File: src/rtl/serial_add_sched.sv
// serial_add_sched
// Two-requester round-robin scheduler wrapped around a bit-serial adder.
// A granted operand pair is captured in IDLE, added LSB-first over exactly
// WIDTH SHIFT cycles, and the result is held in DONE until the consumer
// takes it.
//
// Ports:
//   clk_i, resetn_i          clock, asynchronous active-low reset
//   reqN_valid_i/ready_o     requester N handshake (N = 0, 1)
//   reqN_a_i, reqN_b_i       requester N operands
//   res_valid_o/res_ready_i  result handshake
//   res_sum_o, res_cout_o    a + b mod 2^WIDTH and carry-out
//   res_id_o                 requester that issued the job
//   busy_o                   high whenever the sequencer is not IDLE
module serial_add_sched #(
  parameter int WIDTH = 8
) (
  input  logic             clk_i,
  input  logic             resetn_i,
  input  logic             req0_valid_i,
  output logic             req0_ready_o,
  input  logic [WIDTH-1:0] req0_a_i,
  input  logic [WIDTH-1:0] req0_b_i,
  input  logic             req1_valid_i,
  output logic             req1_ready_o,
  input  logic [WIDTH-1:0] req1_a_i,
  input  logic [WIDTH-1:0] req1_b_i,
  output logic             res_valid_o,
  input  logic             res_ready_i,
  output logic [WIDTH-1:0] res_sum_o,
  output logic             res_cout_o,
  output logic             res_id_o,
  output logic             busy_o
);

  localparam int CW = (WIDTH > 2) ? $clog2(WIDTH) : 1;
  localparam logic [CW-1:0] CNT_LAST = CW'(WIDTH - 1);
  localparam logic [CW-1:0] CNT_ONE  = CW'(1);

  typedef enum logic [1:0] {
    ST_IDLE  = 2'd0,
    ST_SHIFT = 2'd1,
    ST_DONE  = 2'd2
  } state_t;

  state_t           state_r;
  state_t           state_nxt_s;
  logic [WIDTH-1:0] a_r;
  logic [WIDTH-1:0] b_r;
  logic [WIDTH-1:0] sum_r;
  logic             carry_r;
  logic             id_r;
  logic             last_id_r;
  logic [CW-1:0]    cnt_r;
  logic             gnt0_s;
  logic             gnt1_s;
  logic             accept_s;
  logic             sum_bit_s;
  logic             carry_nxt_s;

  // Full-adder carry: majority of the three input bits.
  function automatic logic maj3(input logic x, input logic y, input logic z);
    return (x & y) | (x & z) | (y & z);
  endfunction

  // Round-robin grant, only in IDLE; on a tie the requester not served last wins.
  always_comb begin
    gnt0_s = 1'b0;
    gnt1_s = 1'b0;
    if (state_r == ST_IDLE) begin
      if (req0_valid_i && req1_valid_i) begin
        if (last_id_r) begin
          gnt0_s = 1'b1;
        end else begin
          gnt1_s = 1'b1;
        end
      end else if (req0_valid_i) begin
        gnt0_s = 1'b1;
      end else if (req1_valid_i) begin
        gnt1_s = 1'b1;
      end else begin
        gnt0_s = 1'b0;
        gnt1_s = 1'b0;
      end
    end else begin
      gnt0_s = 1'b0;
      gnt1_s = 1'b0;
    end
  end

  // A grant is only ever issued to a valid requester, so grant means accept.
  assign accept_s     = gnt0_s | gnt1_s;
  assign req0_ready_o = gnt0_s;
  assign req1_ready_o = gnt1_s;

  // One bit of the serial add per SHIFT cycle.
  assign sum_bit_s   = a_r[0] ^ b_r[0] ^ carry_r;
  assign carry_nxt_s = maj3(a_r[0], b_r[0], carry_r);

  // Next-state logic; unused encodings fall back to IDLE.
  always_comb begin
    state_nxt_s = ST_IDLE;
    case (state_r)
      ST_IDLE: begin
        if (accept_s) begin
          state_nxt_s = ST_SHIFT;
        end else begin
          state_nxt_s = ST_IDLE;
        end
      end
      ST_SHIFT: begin
        if (cnt_r == CNT_LAST) begin
          state_nxt_s = ST_DONE;
        end else begin
          state_nxt_s = ST_SHIFT;
        end
      end
      ST_DONE: begin
        if (res_ready_i) begin
          state_nxt_s = ST_IDLE;
        end else begin
          state_nxt_s = ST_DONE;
        end
      end
      default: state_nxt_s = ST_IDLE;
    endcase
  end

  // State register.
  always_ff @(posedge clk_i or negedge resetn_i) begin
    if (!resetn_i) begin
      state_r <= ST_IDLE;
    end else begin
      state_r <= state_nxt_s;
    end
  end

  // Operand capture, serial shift datapath and job bookkeeping.
  always_ff @(posedge clk_i or negedge resetn_i) begin
    if (!resetn_i) begin
      a_r       <= '0;
      b_r       <= '0;
      sum_r     <= '0;
      carry_r   <= 1'b0;
      id_r      <= 1'b0;
      last_id_r <= 1'b1;
      cnt_r     <= '0;
    end else begin
      case (state_r)
        ST_IDLE: begin
          if (accept_s) begin
            a_r       <= gnt1_s ? req1_a_i : req0_a_i;
            b_r       <= gnt1_s ? req1_b_i : req0_b_i;
            sum_r     <= '0;
            carry_r   <= 1'b0;
            id_r      <= gnt1_s;
            last_id_r <= gnt1_s;
            cnt_r     <= '0;
          end
        end
        ST_SHIFT: begin
          a_r     <= a_r >> 1;
          b_r     <= b_r >> 1;
          // LSB-first result enters at the MSB and walks down to bit 0.
          sum_r   <= {sum_bit_s, sum_r[WIDTH-1:1]};
          carry_r <= carry_nxt_s;
          cnt_r   <= cnt_r + CNT_ONE;
        end
        default: begin
          cnt_r <= cnt_r;
        end
      endcase
    end
  end

  assign res_valid_o = (state_r == ST_DONE);
  assign busy_o      = (state_r != ST_IDLE);
  assign res_sum_o   = sum_r;
  assign res_cout_o  = carry_r;
  assign res_id_o    = id_r;

endmodule

File: config.mk
export PLATFORM = sky130hd
export DESIGN_NAME = serial_add_sched
export DESIGN_NICKNAME = d
export VERILOG_FILES = /design/src/rtl/serial_add_sched.sv
export SDC_FILE = /design/constraint.sdc
export NUM_CORES = 1
export LEC_CHECK = 0
export BUFFER_PORTS_ARGS = -buffer_cell sky130_fd_sc_hd__buf_2
export CORE_MARGIN = 3
export CORE_UTILIZATION = 41
export CTS_BUF_LIST = sky130_fd_sc_hd__clkbuf_8
export CTS_CLUSTER_DIAMETER = 60
export DETAILED_ROUTE_END_ITERATION = 8
export PLACE_DENSITY = 0.63
export SYNTH_ARGS = -nofsm -noshare
export SYNTH_HDL_FRONTEND = slang
export SYNTH_SLANG_ARGS = --single-unit
File: constraint.sdc
create_clock -name clk_i -period 3.7 [get_ports clk_i]
set_clock_uncertainty 0.15 [all_clocks]
set_input_delay 0.555 -clock clk_i [delete_from_list [all_inputs] [get_ports clk_i]]
set_output_delay 0.555 -clock clk_i [all_outputs]
set_load 0.01 [all_outputs]
==> results.md, run 1 <==
- Post-Place Cells: 256
- TritonCTS clock tree: done
- Half-perimeter wire length after placement: 2654 um
- Initial antenna violation count: 0
- Stage delay of the slowest cell on the critical path: 0.60 ns
- Post-CTS setup repair buffer count: 0
- Total area of multi-input combinational cells: 713.2 um2
- Cell variety after synth: 27
- Vias per inst: 5.648
- Relative max-transition margin: 30.18%
- Mean instance size in the synthesized netlist: 9.319 um2
- Number of iterations in the first detailed-routing pass: 4
- Root cell of the clock tree: clkbuf_8
- Sequential-to-total area share from yosys stat: 50.04%
- Iter 0 DRT Violations: 98
- Kind of path behind the tightest hold check: in -> async
- Reported max-cap violation count: 0
- Register cell area after layout: 802.0 um2
- Clock insertion delay at the later pin of the skew report: 0.28 ns
- Crit Path Category: reg -> out
- Filler cells: 379
- Post-synth top area share: 48.40%
- CP Buf/Inv Count: 2
- Kind of cell adding the most delay to the critical path: flip-flops
- Horizontal extent of the die: 68.53 um
- Share of the clock period used by the worst path after layout: 68.04%
- Setup TNS after final layout: 0 ns
- Post-detailed-route count of antenna-violating nets: 0
- DIE AREA: 0.004696 mm2
- Final setup violation count: 0
- PostCTS Resize Cnt: 0
- Count of port buffers added during placement: 50
- Vias: 1,491
- Worst setup path start: state_r[1]
- Most area-consuming cells after synthesis: dfrtp_1 (48%), nand4_1 (8.2%), nand2_1 (6.8%)
- Areal power density over the cells: 765.1 mW/mm2
- Slowest CP cell: dfrtp_1
- Commonest non-fill, non-tap cell in the layout: buf_2
- Overall Global Routing Usage: 18.60%
- Gpl congestion: 0.7605
- Post-Layout Cell Count: 264
- Required time of the critical path: 2.99 ns
- Post-Syn Area: 0.001603 mm2
- Number of instances in the synthesized netlist: 172
- DRT Wirelength: 3944 um
- Maximum achievable frequency: 0.3972 GHz
- Worst Setup End Kind: output port
- Fin nets: 255
- Chip Height: 68.53 um
- Critical Path, Cell by Cell: nor2_2 > buf_4 > and3_1 > buf_2
- Clock Pin Slew Worst Setup and Hold Paths: 0.07 ns
- Number of failing hold endpoints at the final stage: 0
- Unrepaired setup endpoints after global routing: false
- H-Tree Depth: 2
- TritonCTS buffer count: 5
- Critical register-to-register path startpoint: state_r[1]
- Effective utilization at floorplan: 43.13%
- Post-Syn Nets: 212
- Global-route wire length before repair: 6486 um
- Slew at the pin with the worst max-slew slack: 1.043 ns
- Arrival time reported for the critical path endpoint: 1.81 ns
- Boundary pin count: 51
- Kind of start point of the critical path: flip-flop
- Via count of the first global-routing pass: 1,438
- Most frequent cells in the layout: buf_2 (50), dfrtp_1 (31), nand2_1 (29)
- Largest area contributor in the synthesized netlist: dfrtp_1
- Time the worst path needs with I/O delays and setup: 2.517 ns
- Core Box Area: 0.003716 mm2
- Overflow after GRT: 0
- Final max-slew violation count: 0
- Post-synthesis sequential element count: 32
- CTS max path bufs: 2
- Count of antenna diodes in the layout: 0
- Detailed-route DRC error count: 0
- Ratio of cells with drive above 1 in the final layout: 29.17%
- # clock sinks: 32
- Static power due to leakage: 0.9355 nW
- Routed length per instance: 14.94 um
- Result of the run: finished clean
- Maximum number of pins on one net before global-route repair: 33
- Crit-path max FO: 28
- CTS Hold Buffers Added: 0
- Number of warnings issued by yosys: 0
- FP Rows: 22
- Layout-stage area growth over the synthesis result: 20.45%
- Worst vdd ir: 0.0003299 V
final cells by class:
type                       count  area share (%)
multi-input combinational    123           36.94
sequential                    32           41.54
inverter                       2          0.3889
tap                           48           3.111
clock buffer                   6           4.277
timing repair buffer          51           13.35
clock inverter                 2          0.3889
power breakdown:
group,total [mW],switching (mW),internal [mW]
Clock,0.269,0.123,0.146
Sequential,0.621,0.112,0.509
Combinational,0.587,0.362,0.225
worst paths after layout:
| path | endpoint | slack (ns) | cells past startpoint |
|---|---|---|---|
| worst max-delay path | req0_ready_o | 1.18 | 4 |
| worst min-delay path | b_r[0] | 0.17 | 1 |
| worst max register to register | b_r[0] | 1.69 | 3 |
| worst min register to register | res_id_o | 0.33 | 1 |
| max in group asynchronous | res_sum_o[4] | 2.77 | 1 |
| min in group clk_i | res_id_o | 0.33 | 1 |
cell usage after synthesis:
| master | number |
|---|---|
| fa_1 | 1 |
| clkbuf_1 | 2 |
| ha_1 | 2 |
| and2_1 | 1 |
| o211ai_1 | 2 |
| nor3_2 | 1 |
| nand3_1 | 14 |
| inv_1 | 1 |
| nand2b_1 | 2 |
| a21boi_4 | 1 |
| buf_2 | 9 |
| nand2_1 | 29 |
| inv_2 | 1 |
| a21o_1 | 2 |
| nor2_1 | 2 |
| nand4_1 | 21 |
| a32oi_1 | 7 |
| o21ai_1 | 20 |
| o21ai_0 | 11 |
| buf_4 | 4 |
| a22o_1 | 1 |
| dfstp_2 | 1 |
| nor2b_1 | 2 |
| and3_1 | 1 |
| mux2i_1 | 2 |
| nor2_2 | 1 |
| dfrtp_1 | 31 |
through the flow:
step           setup slack [ns]  utilization, %  power, mW  area, um2  hold slack, ns
4_1_cts                   1.195           51.95      1.493       1931          0.1936
6_report                  1.183           51.95      1.477       1931          0.1742
5_1_grt                   1.060           51.95      1.611       1931          0.2244
3_5_place_dp              1.378           49.53      1.216       1841          0.3193
2_1_floorplan             1.740               -      1.046       1603          0.1094
3_3_place_gp              1.399           49.53      1.193       1841          0.3058
per-layer routing:
layer  global-route usage (%)  wire length, um
met1                    22.20             1685
met2                    31.47             1904
met3                    4.862              302
met4                    7.940               52
met5                        0                0
cells by family after synthesis:
group | Yosys count | share of synthesized area, %
adder cells (fa/ha/maj) | 3 | 2.810
AO/OA/AOI/OAI | 44 | 17.10
flip-flops | 32 | 50.04
AND/OR/NAND/NOR | 74 | 23.19
buffers and inverters | 17 | 5.620
multiplexers | 2 | 1.249
sequential cells by signal, summed over array words and instances, names as in the netlist:
| name | flops |
|---|---|
| state_r | 2 |
| a_r | 8 |
| cnt_r | 3 |
| res_sum_o | 8 |
| last_id_r | 1 |
| res_id_o | 1 |
| res_cout_o | 1 |
| b_r | 8 |
worst reg2reg max path: stages (launching register included):
cell     delay [ns]
dfrtp_1        0.60
nor2b_2        0.91
nand2_1        0.14
nand4_1        0.14
(Power assumes the default switching activity.)
==> inputs of run 2 (changes only) <==
- ABC_AREA: not set -> 1
- PLACE_DENSITY: 0.63 -> 0.64
- clock period: 3.7 -> 2.2 ns (I/O delays scaled with it)
==> results.md, run 2 <==
- Arrival time reported for the critical path endpoint: 1.50 ns (-0.31 ns)
- Count of antenna diodes in the layout: 0 (unchanged)
- DRT Wirelength: 3877 um (-1.7%)
- Total area of multi-input combinational cells: 728.2 um2 (+2.1%)
- Stage delay of the slowest cell on the critical path: 0.43 ns (-0.17 ns)
- Ranking of synthesized cells by instance count: nand2_1 (78), inv_1 (58), dfrtp_1 (31), nand3_1 (30), nand4_1 (16)
- Unrepaired setup endpoints after global routing: false
- Commonest non-fill, non-tap cell in the layout: nand2_1
- Final max-slew violation count: 0 (unchanged)
- TritonCTS buffer count: 5 (unchanged)
- Largest area contributor in the synthesized netlist: dfrtp_1
- Required time of the critical path: 1.72 ns (-1.27 ns)
- Layout-stage area growth over the synthesis result: 19.77%
- Routed length per instance: 11.01 um (-26%)
- Areal power density over the cells: 1276 mW/mm2 (+67%)
- Worst vdd ir: 0.0004167 V (+26%)
- Clock insertion delay at the later pin of the skew report: 0.28 ns (about the same)
- Filler cells: 434 (+15%)
- Setup TNS after final layout: 0 ns (unchanged)
- Static power due to leakage: 1.341 nW (+43%)
- Count of port buffers added during placement: 50 (unchanged)
- Detailed-route DRC error count: 0 (unchanged)
- Boundary pin count: 51 (unchanged)
- Sequential-to-total area share from yosys stat: 43.69% (-6.3 points)
- Worst Setup End Kind: output port
- Core Box Area: 0.004144 mm2 (+12%)
- Final setup violation count: 0 (unchanged)
- Critical Path, Cell by Cell: nor2_4 > nand3_4 > inv_1 > buf_2
- Post-Syn Area: 0.001836 mm2 (+15%)
- Initial antenna violation count: 0 (unchanged)
- FP Rows: 23 (+4.5%)
- Maximum achievable frequency: 0.5044 GHz
- Overall Global Routing Usage: 16.17% (-2.4 points)
- Post-Syn Nets: 291 (+37%)
- Reported max-cap violation count: 0 (unchanged)
- Layout Utilization: 53.05% (+1.1 points)
- Gpl congestion: 0.7196 (-5.4%)
- Mean instance size in the synthesized netlist: 7.313 um2 (-22%)
- Post-synth top area share: 42.26% (-6.1 points)
- Chip Height: 72.91 um (+6.4%)
- Number of iterations in the first detailed-routing pass: 4 (unchanged)
- Effective utilization at floorplan: 44.29% (+1.2 points)
- TritonCTS clock tree: done
- Kind of start point of the critical path: flip-flop
- Time the worst path needs with I/O delays and setup: 1.983 ns
- Slowest CP cell: dfrtp_1
- Horizontal extent of the die: 72.91 um (+6.4%)
- Post-detailed-route count of antenna-violating nets: 0 (unchanged)
- Ratio of cells with drive above 1 in the final layout: 22.52% (-6.7 points)
- Cell variety after synth: 23 (-15%)
- Post-CTS setup repair buffer count: 0 (unchanged)
- # clock sinks: 32 (unchanged)
- Vias per inst: 4.634 (-18%)
- Vias: 1,631 (+9.4%)
- Root cell of the clock tree: clkbuf_8
- Crit Path Category: reg -> out
- Fin nets: 341 (+34%)
- Cell with the most instances after synthesis: nand2_1
- Iter 0 DRT Violations: 112 (+14%)
- Number of instances in the synthesized netlist: 251 (+46%)
- Most frequent cells in the layout: nand2_1 (78), inv_1 (60), buf_2 (50)
- Fraction of registers with async set/reset: 100.0% (unchanged)
- CTS max path bufs: 2 (unchanged)
- Overflow after GRT: 0 (unchanged)
- Number of warnings issued by yosys: 0 (unchanged)
- Kind of cell adding the most delay to the critical path: simple AND/OR/NAND/NOR gates
- Relative max-transition margin: 53.62% (+23 points)
- Flip-flop cell with the highest count after synthesis: dfrtp_1
- Via count of the first global-routing pass: 1,555 (+8.1%)
- DIE AREA: 0.005316 mm2 (+13%)
- EDFF count, synth: 0 (unchanged)
- Most area-consuming cells after synthesis: dfrtp_1 (42%), nand2_1 (16%), inv_1 (12%)
- Result of the run: finished clean
- Slew at the pin with the worst max-slew slack: 0.6957 ns (-0.3469 ns)
- H-Tree Depth: 2 (unchanged)
- Global-route wire length before repair: 6768 um (+4.3%)
- Maximum number of pins on one net before global-route repair: 33 (unchanged)
- Half-perimeter wire length after placement: 2769 um (+4.3%)
- CP Buf/Inv Count: 2 (unchanged)
- Number of failing hold endpoints at the final stage: 0 (unchanged)
- Register cell area after layout: 802.0 um2 (unchanged)
- Post-synthesis sequential element count: 32 (unchanged)
- Clock Pin Slew Worst Setup and Hold Paths: 0.06 ns (about the same)
- Share of the clock period used by the worst path after layout: 90.12%
- Crit-path max FO: 19 (-32%)
- Kind of path behind the tightest hold check: in -> reg
-- run 2: cell types whose count changed in the layout (fill, tap and decap cells not counted), moves of 3 or more --
cell | previous run | this run
o21ai_1 | 20 | 2
a32oi_1 | 7 | 0
nand4_1 | 21 | 16
inv_1 | 3 | 60
o21ai_0 | 11 | 2
nand2_1 | 29 | 78
o22ai_1 | 0 | 6
nand3_1 | 14 | 30
buf_4 | 1 | 4
-- run 2: repair_timing --
| item | in CTS | in global routing |
|---|---|---|
| gates resized for setup | 0 | 0 |
| hold buffers | 1 | 0 |
| endpoints found under the hold margin | 31 | 0 |
-- run 2: worst paths after layout --
check	from	to	slack [ns]	depth (start not counted)
max	state_r[0]	req1_ready_o	0.22	4
min	res_ready_i	state_r[1]	0.09	2
max reg2reg	state_r[1]	b_r[1]	0.63	7
min reg2reg	b_r[7]	b_r[7]	0.33	2
max in group asynchronous	resetn_i	a_r[4]	0.97	2
min in group asynchronous	resetn_i	res_sum_o[2]	0.48	2
-- run 2: layout make-up --
cell class	count	share of cell area, %
Sequential cell	32	36.48
Multi-Input combinational cell	147	33.12
Timing Repair Buffer	55	13.20
Inverter	60	10.24
Clock buffer	6	3.756
Tap cell	50	2.846
Clock inverter	2	0.3415
-- run 2: routing by layer --
| metal | track usage [%] | wire length [um] | vias up | share of wire [%] |
|---|---|---|---|---|
| met5 | 0 | 0 | - | 0 |
| met4 | 4.508 | 46 | 0 | 1.2 |
| met3 | 4.408 | 232 | 7 | 6.0 |
| met2 | 26.65 | 1826 | 40 | 47 |
| met1 | 20.87 | 1772 | 713 | 46 |
| li1 | - | - | 871 | - |
-- run 2: cell families after synthesis --
logic type / share of synthesized area, %
compound gates: 4.977
fa+ha+maj: 2.454
simple gates: 32.24
flops: 43.69
buf+inv: 16.63
-- run 2: worst register-to-register path: cells and delay by family (launching register included) --
kind	cells	cell delay (ns)
buf+inv	3	0.59
flops	1	0.41
simple gates	4	0.36
-- run 2: where the power goes --
part	internal (mW)	switching, mW
clock	0.245	0.200
combinational	0.491	0.843
sequential	0.874	0.151
total	1.61	1.19
-- run 2: per-stage QoR --
| step | std cells | setup WS (ns) | hold slack (ns) | power [mW] | cell area (um2) |
|---|---|---|---|---|---|
| 2_1_floorplan | 251 | 0.5845 | -0.1156 | 2.057 | 1836 |
| 3_3_place_gp | 343 | 0.5353 | 0.2763 | 2.369 | 2098 |
| 3_5_place_dp | 343 | 0.5349 | 0.2744 | 2.386 | 2098 |
| 4_1_cts | 352 | 0.2010 | 0.08576 | 2.849 | 2198 |
| 5_1_grt | 352 | 0.1073 | 0.09556 | 3.130 | 2198 |
| 6_report | 352 | 0.2174 | 0.09011 | 2.805 | 2198 |
